**src/rtl/biquad_intercon_pkg.sv**
```systemverilog
// Shared types and constants for the biquad cascade Wishbone intercon.
package biquad_intercon_pkg;

  typedef enum logic [1:0] {
    StIdle,
    StActive,
    StResp
  } state_e;

  typedef enum logic [1:0] {
    RespAck,
    RespErr,
    RespRty
  } resp_e;

  localparam logic [1:0] CsrBypass = 2'd0;
  localparam logic [1:0] CsrUpdate = 2'd1;
  localparam logic [1:0] CsrStatus = 2'd2;
  localparam logic [1:0] CsrId     = 2'd3;

  localparam logic [15:0] CsrIdValue = 16'hB18C;

  // Expand Wishbone byte selects into a 32-bit bit mask.
  function automatic logic [31:0] lane_mask(logic [3:0] sel);
    return {{8{sel[3]}}, {8{sel[2]}}, {8{sel[1]}}, {8{sel[0]}}};
  endfunction

endpackage

```
**src/rtl/biquad_intercon_csr.sv**
```systemverilog
// Local CSR page: bypass mask, update strobe, timeout status (BQ_INTERCON_TIMEOUT_EN), ID.
module biquad_intercon_csr
  import biquad_intercon_pkg::*;
#(
  parameter int unsigned NSTAGE = 4
) (
  input  logic              clk_i,
  input  logic              rst_ni,
  input  logic              access_i,
  input  logic              we_i,
  input  logic [1:0]        off_i,
  input  logic [31:0]       wdat_i,
  input  logic [3:0]        sel_i,
  input  logic              to_log_i,
  input  logic [3:0]        to_stage_i,
  output logic [31:0]       rdata_o,
  output logic [NSTAGE-1:0] bypass_o,
  output logic              update_o
);

  logic [31:0]       wmask;
  logic              wr;
  logic [NSTAGE-1:0] bypass_d, bypass_q;
  logic              upd_pend_d, upd_pend_q, update_q;
  logic [15:0]       to_cnt_d, to_cnt_q;
  logic [3:0]        to_stage_d, to_stage_q;
  logic              unused_wdat;

  assign wmask       = lane_mask(sel_i);
  assign wr          = access_i & we_i;
  assign unused_wdat = ^wdat_i;

  always_comb begin
    bypass_d = bypass_q;
    if (wr && off_i == CsrBypass) begin
      bypass_d = (bypass_q & ~wmask[NSTAGE-1:0]) | (wdat_i[NSTAGE-1:0] & wmask[NSTAGE-1:0]);
    end
  end

  // Pending bit is high during RESP, so the visible pulse lands the cycle after it.
  assign upd_pend_d = wr && (off_i == CsrUpdate) && wmask[0] && wdat_i[0];

`ifdef BQ_INTERCON_TIMEOUT_EN
  logic [19:0] clr;

  always_comb begin
    clr        = (wr && off_i == CsrStatus) ? (wdat_i[19:0] & wmask[19:0]) : '0;
    to_cnt_d   = to_cnt_q & ~clr[15:0];
    to_stage_d = to_stage_q & ~clr[19:16];
    if (to_log_i) begin
      to_cnt_d   = (to_cnt_q == 16'hFFFF) ? to_cnt_q : to_cnt_q + 16'd1;
      to_stage_d = to_stage_i;
    end
  end
`else
  logic unused_to;

  assign unused_to  = to_log_i ^ (^to_stage_i);
  assign to_cnt_d   = '0;
  assign to_stage_d = '0;
`endif

  always_ff @(posedge clk_i) begin
    if (!rst_ni) begin
      bypass_q   <= '0;
      upd_pend_q <= 1'b0;
      update_q   <= 1'b0;
      to_cnt_q   <= '0;
      to_stage_q <= '0;
    end else begin
      bypass_q   <= bypass_d;
      upd_pend_q <= upd_pend_d;
      update_q   <= upd_pend_q;
      to_cnt_q   <= to_cnt_d;
      to_stage_q <= to_stage_d;
    end
  end

  always_comb begin
    rdata_o = '0;
    case (off_i)
      CsrBypass: rdata_o[NSTAGE-1:0] = bypass_q;
      CsrStatus: rdata_o = {12'd0, to_stage_q, to_cnt_q};
      CsrId:     rdata_o = {CsrIdValue, 12'd0, 4'(NSTAGE)};
      default:   rdata_o = '0;
    endcase
  end

  assign bypass_o = bypass_q;
  assign update_o = update_q;

endmodule

```
**src/rtl/biquad_cascade_wb_intercon.sv**
```systemverilog
// Registered classic-WB fan-out to NSTAGE biquad coefficient slaves plus a local CSR page.
// Optional slave timeout enabled by defining BQ_INTERCON_TIMEOUT_EN.
module biquad_cascade_wb_intercon
  import biquad_intercon_pkg::*;
#(
  parameter int unsigned NSTAGE  = 4,
  parameter int unsigned SLV_AW  = 7,
  parameter int unsigned ADR_W   = 22,
  parameter int unsigned TIMEOUT = 255
) (
  input  logic                wb_clk_i,
  input  logic                wb_rst_n_i,
  input  logic                wb_cyc_i,
  input  logic                wb_stb_i,
  input  logic                wb_we_i,
  input  logic [ADR_W-1:0]    wb_adr_i,
  input  logic [31:0]         wb_dat_i,
  input  logic [3:0]          wb_sel_i,
  output logic                wb_ack_o,
  output logic                wb_err_o,
  output logic                wb_rty_o,
  output logic [31:0]         wb_dat_o,
  output logic [NSTAGE-1:0]   s_cyc_o,
  output logic [NSTAGE-1:0]   s_stb_o,
  output logic [SLV_AW-1:0]   s_adr_o,
  output logic [31:0]         s_dat_o,
  output logic                s_we_o,
  output logic [3:0]          s_sel_o,
  input  logic [NSTAGE*32-1:0] s_dat_i,
  input  logic [NSTAGE-1:0]   s_ack_i,
  input  logic [NSTAGE-1:0]   s_err_i,
  input  logic [NSTAGE-1:0]   s_rty_i,
  output logic [NSTAGE-1:0]   bypass_o,
  output logic                update_o
);

  localparam int unsigned SEL_W = $clog2(NSTAGE + 1);

  state_e            state_d, state_q;
  resp_e             resp_d, resp_q;
  logic [SEL_W-1:0]  page_in, page_d, page_q;
  logic [SLV_AW-1:0] adr_d, adr_q;
  logic [31:0]       wdat_d, wdat_q, rdat_d, rdat_q;
  logic              we_d, we_q;
  logic [3:0]        sel_d, sel_q;
  logic [NSTAGE-1:0] stage_oh;
  logic [31:0]       stage_dat, csr_rdata;
  logic              is_csr, csr_access, to_log, timeout_hit;
  logic              rsp_ack, rsp_err, rsp_rty;
  logic              unused_adr;

  assign page_in    = wb_adr_i[SLV_AW +: SEL_W];
  assign is_csr     = (page_q == SEL_W'(NSTAGE));
  assign unused_adr = ^wb_adr_i;

  always_comb begin
    stage_oh  = '0;
    stage_dat = '0;
    for (int unsigned k = 0; k < NSTAGE; k++) begin
      if (page_q == SEL_W'(k)) begin
        stage_oh[k] = 1'b1;
        stage_dat   = s_dat_i[32*k +: 32];
      end
    end
  end

  assign rsp_ack = |(s_ack_i & stage_oh);
  assign rsp_err = |(s_err_i & stage_oh);
  assign rsp_rty = |(s_rty_i & stage_oh);

`ifdef BQ_INTERCON_TIMEOUT_EN
  logic [15:0] cnt_d, cnt_q;

  // Counter value k means k+1 ACTIVE cycles have elapsed by the next edge.
  assign timeout_hit = (cnt_q == 16'(TIMEOUT - 1));
  assign cnt_d       = (state_q == StActive && !is_csr) ? cnt_q + 16'd1 : '0;

  always_ff @(posedge wb_clk_i) begin
    if (!wb_rst_n_i) begin
      cnt_q <= '0;
    end else begin
      cnt_q <= cnt_d;
    end
  end
`else
  logic [15:0] unused_timeout;

  assign unused_timeout = 16'(TIMEOUT);
  assign timeout_hit    = 1'b0;
`endif

  always_comb begin
    state_d    = state_q;
    resp_d     = resp_q;
    page_d     = page_q;
    adr_d      = adr_q;
    wdat_d     = wdat_q;
    rdat_d     = rdat_q;
    we_d       = we_q;
    sel_d      = sel_q;
    csr_access = 1'b0;
    to_log     = 1'b0;
    unique case (state_q)
      StIdle: begin
        if (wb_cyc_i && wb_stb_i) begin
          page_d = page_in;
          adr_d  = wb_adr_i[SLV_AW-1:0];
          wdat_d = wb_dat_i;
          we_d   = wb_we_i;
          sel_d  = wb_sel_i;
          rdat_d = '0;
          if (32'(page_in) > NSTAGE) begin
            resp_d  = RespErr;
            state_d = StResp;
          end else begin
            state_d = StActive;
          end
        end
      end
      StActive: begin
        if (!wb_cyc_i) begin
          state_d = StIdle;
        end else if (is_csr) begin
          csr_access = 1'b1;
          rdat_d     = csr_rdata;
          resp_d     = RespAck;
          state_d    = StResp;
        end else if (rsp_err || rsp_rty || rsp_ack) begin
          rdat_d  = stage_dat;
          resp_d  = rsp_err ? RespErr : (rsp_rty ? RespRty : RespAck);
          state_d = StResp;
        end else if (timeout_hit) begin
          to_log  = 1'b1;
          resp_d  = RespErr;
          state_d = StResp;
        end
      end
      StResp:  state_d = StIdle;
      default: state_d = StIdle;
    endcase
  end

  always_ff @(posedge wb_clk_i) begin
    if (!wb_rst_n_i) begin
      state_q <= StIdle;
      resp_q  <= RespAck;
      page_q  <= '0;
      adr_q   <= '0;
      wdat_q  <= '0;
      rdat_q  <= '0;
      we_q    <= 1'b0;
      sel_q   <= '0;
    end else begin
      state_q <= state_d;
      resp_q  <= resp_d;
      page_q  <= page_d;
      adr_q   <= adr_d;
      wdat_q  <= wdat_d;
      rdat_q  <= rdat_d;
      we_q    <= we_d;
      sel_q   <= sel_d;
    end
  end

  biquad_intercon_csr #(
    .NSTAGE(NSTAGE)
  ) u_csr (
    .clk_i     (wb_clk_i),
    .rst_ni    (wb_rst_n_i),
    .access_i  (csr_access),
    .we_i      (we_q),
    .off_i     (adr_q[1:0]),
    .wdat_i    (wdat_q),
    .sel_i     (sel_q),
    .to_log_i  (to_log),
    .to_stage_i(4'(page_q)),
    .rdata_o   (csr_rdata),
    .bypass_o  (bypass_o),
    .update_o  (update_o)
  );

  assign wb_ack_o = (state_q == StResp) && (resp_q == RespAck);
  assign wb_err_o = (state_q == StResp) && (resp_q == RespErr);
  assign wb_rty_o = (state_q == StResp) && (resp_q == RespRty);
  assign wb_dat_o = (state_q == StResp) ? rdat_q : '0;

  assign s_cyc_o = (state_q == StActive) ? stage_oh : '0;
  assign s_stb_o = (state_q == StActive) ? stage_oh : '0;
  assign s_adr_o = adr_q;
  assign s_dat_o = wdat_q;
  assign s_we_o  = we_q;
  assign s_sel_o = sel_q;

endmodule

```
**config.mk**
```make
export PLATFORM = sky130hd
export DESIGN_NAME = biquad_cascade_wb_intercon
export DESIGN_NICKNAME = d
export VERILOG_FILES = /design/src/rtl/biquad_intercon_pkg.sv /design/src/rtl/biquad_intercon_csr.sv /design/src/rtl/biquad_cascade_wb_intercon.sv
export SDC_FILE = /design/constraint.sdc
export NUM_CORES = 1
export LEC_CHECK = 0
export CORE_MARGIN = 4
export CORE_UTILIZATION = 31
export CTS_CLUSTER_DIAMETER = 60
export DETAILED_ROUTE_END_ITERATION = 7
export PLACE_DENSITY = 0.77
export SYNTH_ARGS = -nofsm -noshare
export SYNTH_HDL_FRONTEND = slang
export SYNTH_HIERARCHICAL = 1
export SYNTH_SLANG_ARGS = --single-unit
```
**constraint.sdc**
```tcl
create_clock -name wb_clk_i -period 2.16 [get_ports wb_clk_i]
set_input_delay 0.432 -clock wb_clk_i [delete_from_list [all_inputs] [get_ports wb_clk_i]]
set_output_delay 0.432 -clock wb_clk_i [all_outputs]
set_load 0.01 [all_outputs]
```
# Yosys cells after proc, flatten, opt, wreduce, memory -nomap -nowiden
# Index checks and enable logic that the tools add are counted.
# totals
out_inout_bits	92
word_cells	91
inputBits	203
ff_bits	89
# classes
n_reduce_logical	22
n_lt_le_gt_ge	1
n_eq_ne	15
bitwise_logic	8
mux	34
# ops
operator	n
$mux 32	9
$pmux 32 s2	1
$mux 28	1
$mux 2	12
$and 4x4->4	5
$reduce_or 4->1	3
$logic_and 1x1->1	8
$pmux 2 s2	2
$pmux 4 s2	1
$mux 1	7
$eq 2x1->1 const B	3
$eq 2x2->1 const B	3
$eq 3x2->1 const B	2
$logic_not 2->1	3
$ne 2x2->1 const B	3
$reduce_and 5->1	1
$mux 4	1
$ne 4x4->1 const B	1
$not 4->4	1
$or 4x4->4	1
$reduce_and 2->1	2
$reduce_and 4->1	1
$eq 3x1->1 const B	1
$eq 3x3->1 const B	1
6 further kinds	7

# Logic depth before layout (Yosys ltp)
# depth
depth_word	10
mapped_depth	7
depth_no_buf	6

# Cells and area by module
# The synthesis kept the hierarchy.
# modules_own_cells
module	n_inst	cells_each	seq_area_each_um2	area_each_um2
biquad_cascade_wb_intercon	1	513	1661.6	4667.0
biquad_intercon_csr	1	63	120.1	528.0

# Least setup slack after synthesis
# No wires, ideal clock.
# synth_path
path_kind	flip-flop to output port
startpoint	reg page_q[0]
endpoint	out s_stb_o[1]
t_arrival_ns	1.560
stages_incl_launch_ff	6
n_path_buf	4
slack_ns	0.168
t_required_ns	1.728
path_cell_list	dfxtp_1 -> buf_6 -> buf_2 -> buf_2 -> nor3b_1 -> buf_4
# synth_via
elab_chain_len	3
# synth_lines
element	line_no	source
start, declared	biquad_cascade_wb_intercon.sv:41	logic [SEL_W-1:0] page_in, page_d, page_q;
start signal, assigned	biquad_cascade_wb_intercon.sv:156	page_q <= page_d;
$eq 3x1->1	biquad_cascade_wb_intercon.sv:60	if (page_q == SEL_W'(k)) begin
$mux 1	biquad_cascade_wb_intercon.sv:60	
$mux 4	-	
end, declared	biquad_cascade_wb_intercon.sv:24	output logic [NSTAGE-1:0] s_stb_o,
# Every way passes these cells.

# Worst setup path after layout
# layout_path
startpoint	in s_err_i[3]
endpoint	reg rdat_q[20]
# layout_via
elab_chain_len	6
# layout_lines
element	line_no	source
start, declared	biquad_cascade_wb_intercon.sv:31	input logic [NSTAGE-1:0] s_err_i,
$and 4x4->4	biquad_cascade_wb_intercon.sv:68	assign rsp_err = |(s_err_i & stage_oh);
$reduce_or 4->1	biquad_cascade_wb_intercon.sv:68	
$logic_or 1x1->1 (2 in a row)	biquad_cascade_wb_intercon.sv:128	end else if (rsp_err || rsp_rty || rsp_ack) begin
$ne 3x3->1 (no line)	-	
$reduce_and 4->1 (no line)	-	
end signal, assigned	biquad_cascade_wb_intercon.sv:159	rdat_q <= rdat_d;
end, declared	biquad_cascade_wb_intercon.sv:43	logic [31:0] wdat_d, wdat_q, rdat_d, rdat_q;
# Every way passes these cells.
# A chain may end at the register's enable or synchronous reset.

==> results.json <==
{
  "grt_start_max_net_pins": 36,
  "fin_worst_hold_slack_ps": 446.7,
  "coreArea_um2": 16520,
  "fin_worst_skew_ps": 10.17,
  "max_clock_freq_ghz": 0.4704,
  "routed_via_density": 4.695,
  "area_growth_pct": 66.62,
  "wl_per_cell_um": 16.87,
  "required_ps": 2430,
  "whs_path_depth": 1,
  "synth_warnings": 6,
  "combPwrFrac_pct": 23.6,
  "crit-reg2reg-capture": "rdat_q[27]",
  "final-max-slew-violation-count": 0,
  "wl_um": 18270,
  "setup_violations": 0,
  "drtIter0Drc": 217,
  "place_area_um2": 8248,
  "clkSinkCount": 89,
  "drive_above_1_share_pct": 15.30,
  "syn_area_per_cell_um2": 9.028,
  "core.rowCount": 47,
  "die_height_um": 137.4,
  "cts_buffers": 9,
  "place_inst": 1059,
  "nets": 1065,
  "crit_type": "input pin to flop",
  "root_buffer": "clkbuf_16",
  "stdcell_count": 1083,
  "p_per_area_nw_per_um2": 496.4,
  "p_sw_w": 0.001165,
  "worstHoldStart": "u_csr/upd_pend_q",
  "rr_worst_depth": 9,
  "vias": 5085,
  "hold_viol_final": 0,
  "startpoint": "s_err_i[3]",
  "fin_area_um2": 8650,
  "htreeDepth": 3,
  "period_share_pct": 98.42,
  "grt_use_total_pct": 18.09,
  "initial_core_util_pct": 31.42,
  "cts.clk_slew.worst_paths_ps": 70,
  "irDropWorstVdd_v": 0.0002862,
  "hold_end": "u_csr/update_o",
  "design.die.area_um2": 18880,
  "cp.arrival_ps": 2400,
  "mostFrequentLayoutCell": "clkdlybuf4s50_1",
  "leakagePower_nw": 3.419,
  "synth_cells": 575,
  "io_buffers": 282,
  "worst_slack_ps": 34.05,
  "utilization_pct": 52.34,
  "seq_power_share_pct": 40.3,
  "clk_latency_ps": 350,
  "grt_pass1_vias": 5090,
  "cts_tree": "done",
  "rsz0062_at_grt": "yes",
  "grt_pass1_wl_um": 26390,
  "netSwitchingFraction_pct": 27.14,
  "first_pass_iters": 4,
  "r2r_start": "page_q[1]",
  "place_ws_ps": -343.4,
  "hold_path_class": "flop to flop",
  "outcome": "finished clean",
  "drc": 0,
  "clkPwrFrac_pct": 36.0,
  "antenna_found_initial": 0,
  "gr-total-overflow": 0,
  "place_hpwl_um": 14210,
  "p_int_w": 0.003128,
  "layout_common_cells": "239 x clkdlybuf4s50_1, 162 x nand2_1, 84 x dfxtp_1",
  "drtAntennaViolNets": 0,
  "clockBufferDepth": 2,
  "n_antenna_cell": 0,
  "reg2reg_slack_ps": 90,
  "worstPathMaxFanout": 17,
  "io_pins": 295,
  "synth.cell_area_um2": 5191,
  "crit_path_start_kind": "input pin",
  "cap_violations": 0,
  "period_minus_slack_ps": 2126,
  "end_kind": "flop",
  "gp_congestion": 0.7959,
  "die_w_um": 137.4
}
power groups by stage:
stage | Combinational (W) | Sequential [W] | Clock, W
after floorplan | 0.000438 | 0.00178 | 0
final | 0.00101 | 0.00173 | 0.00155
after detailed placement | 0.000988 | 0.00177 | 0
after CTS | 0.000997 | 0.00173 | 0.00160
after global placement | 0.000976 | 0.00177 | 0
after global routing | 0.00108 | 0.00174 | 0.00166
metal layers:
metal  track usage (%)  wire length, um  vias up
met3             6.026             1404       30
met1             20.32             7009     2358
met4             6.153              483        0
li1                  -                -     2516
met5                 0                0        -
met2             32.00             9369      181
registers in the layout, indices dropped and copies added (netlist names), named ones only:
signal / flops
page_q: 3
rdat_q: 32
resp_q: 2
s_adr_o: 7
s_dat_o: 32
s_sel_o: 4
s_we_o: 1
state_q: 2
u_csr/upd_pend_q: 1
u_csr/update_o: 1
how the worst max path moves through the flow:
stage	end	slack (ps)	depth (start not counted)
floorplan	s_stb_o[1]	170	5
global placement	rdat_q[4]	-280	9
detailed placement	rdat_q[17]	-340	9
CTS	flop	10	7
global route	rdat_q[20]	-10	9
finish	rdat_q[20]	30	9
worst max-delay path: stages:
cell	delay, ps
clkdlybuf4s50_1	480
mux2i_2	90
buf_4	160
o22ai_4	170
a2111oi_4	70
buf_4	160
nor4_4	300
buf_6	280
mux2i_2	250
per-stage QoR:
stage,power (W),setup TNS (ps)
after floorplan,0.002215,0
after global placement,0.002746,-8775
after detailed placement,0.002759,-10160
after CTS,0.004328,0
after global routing,0.004477,-46.55
final,0.004293,0
timing repair:
action,CTS,global route
hold buffers,0,0
gates resized for setup,53,16
setup endpoints to repair,67,37
pin swaps,3,3
setup buffers,3,11
cloned,0,1
cell type report:
cell class | count | area [um2]
Clock buffer | 9 | 225.2
Clock inverter | 7 | 58.81
Fill cell | 1506 | 7875
Inverter | 5 | 18.77
Multi-Input combinational cell | 424 | 3088
Sequential cell | 89 | 1795
Tap cell | 220 | 275.3
Timing Repair Buffer | 329 | 3188
No activity file was read; power rests on OpenSTA's default activity.
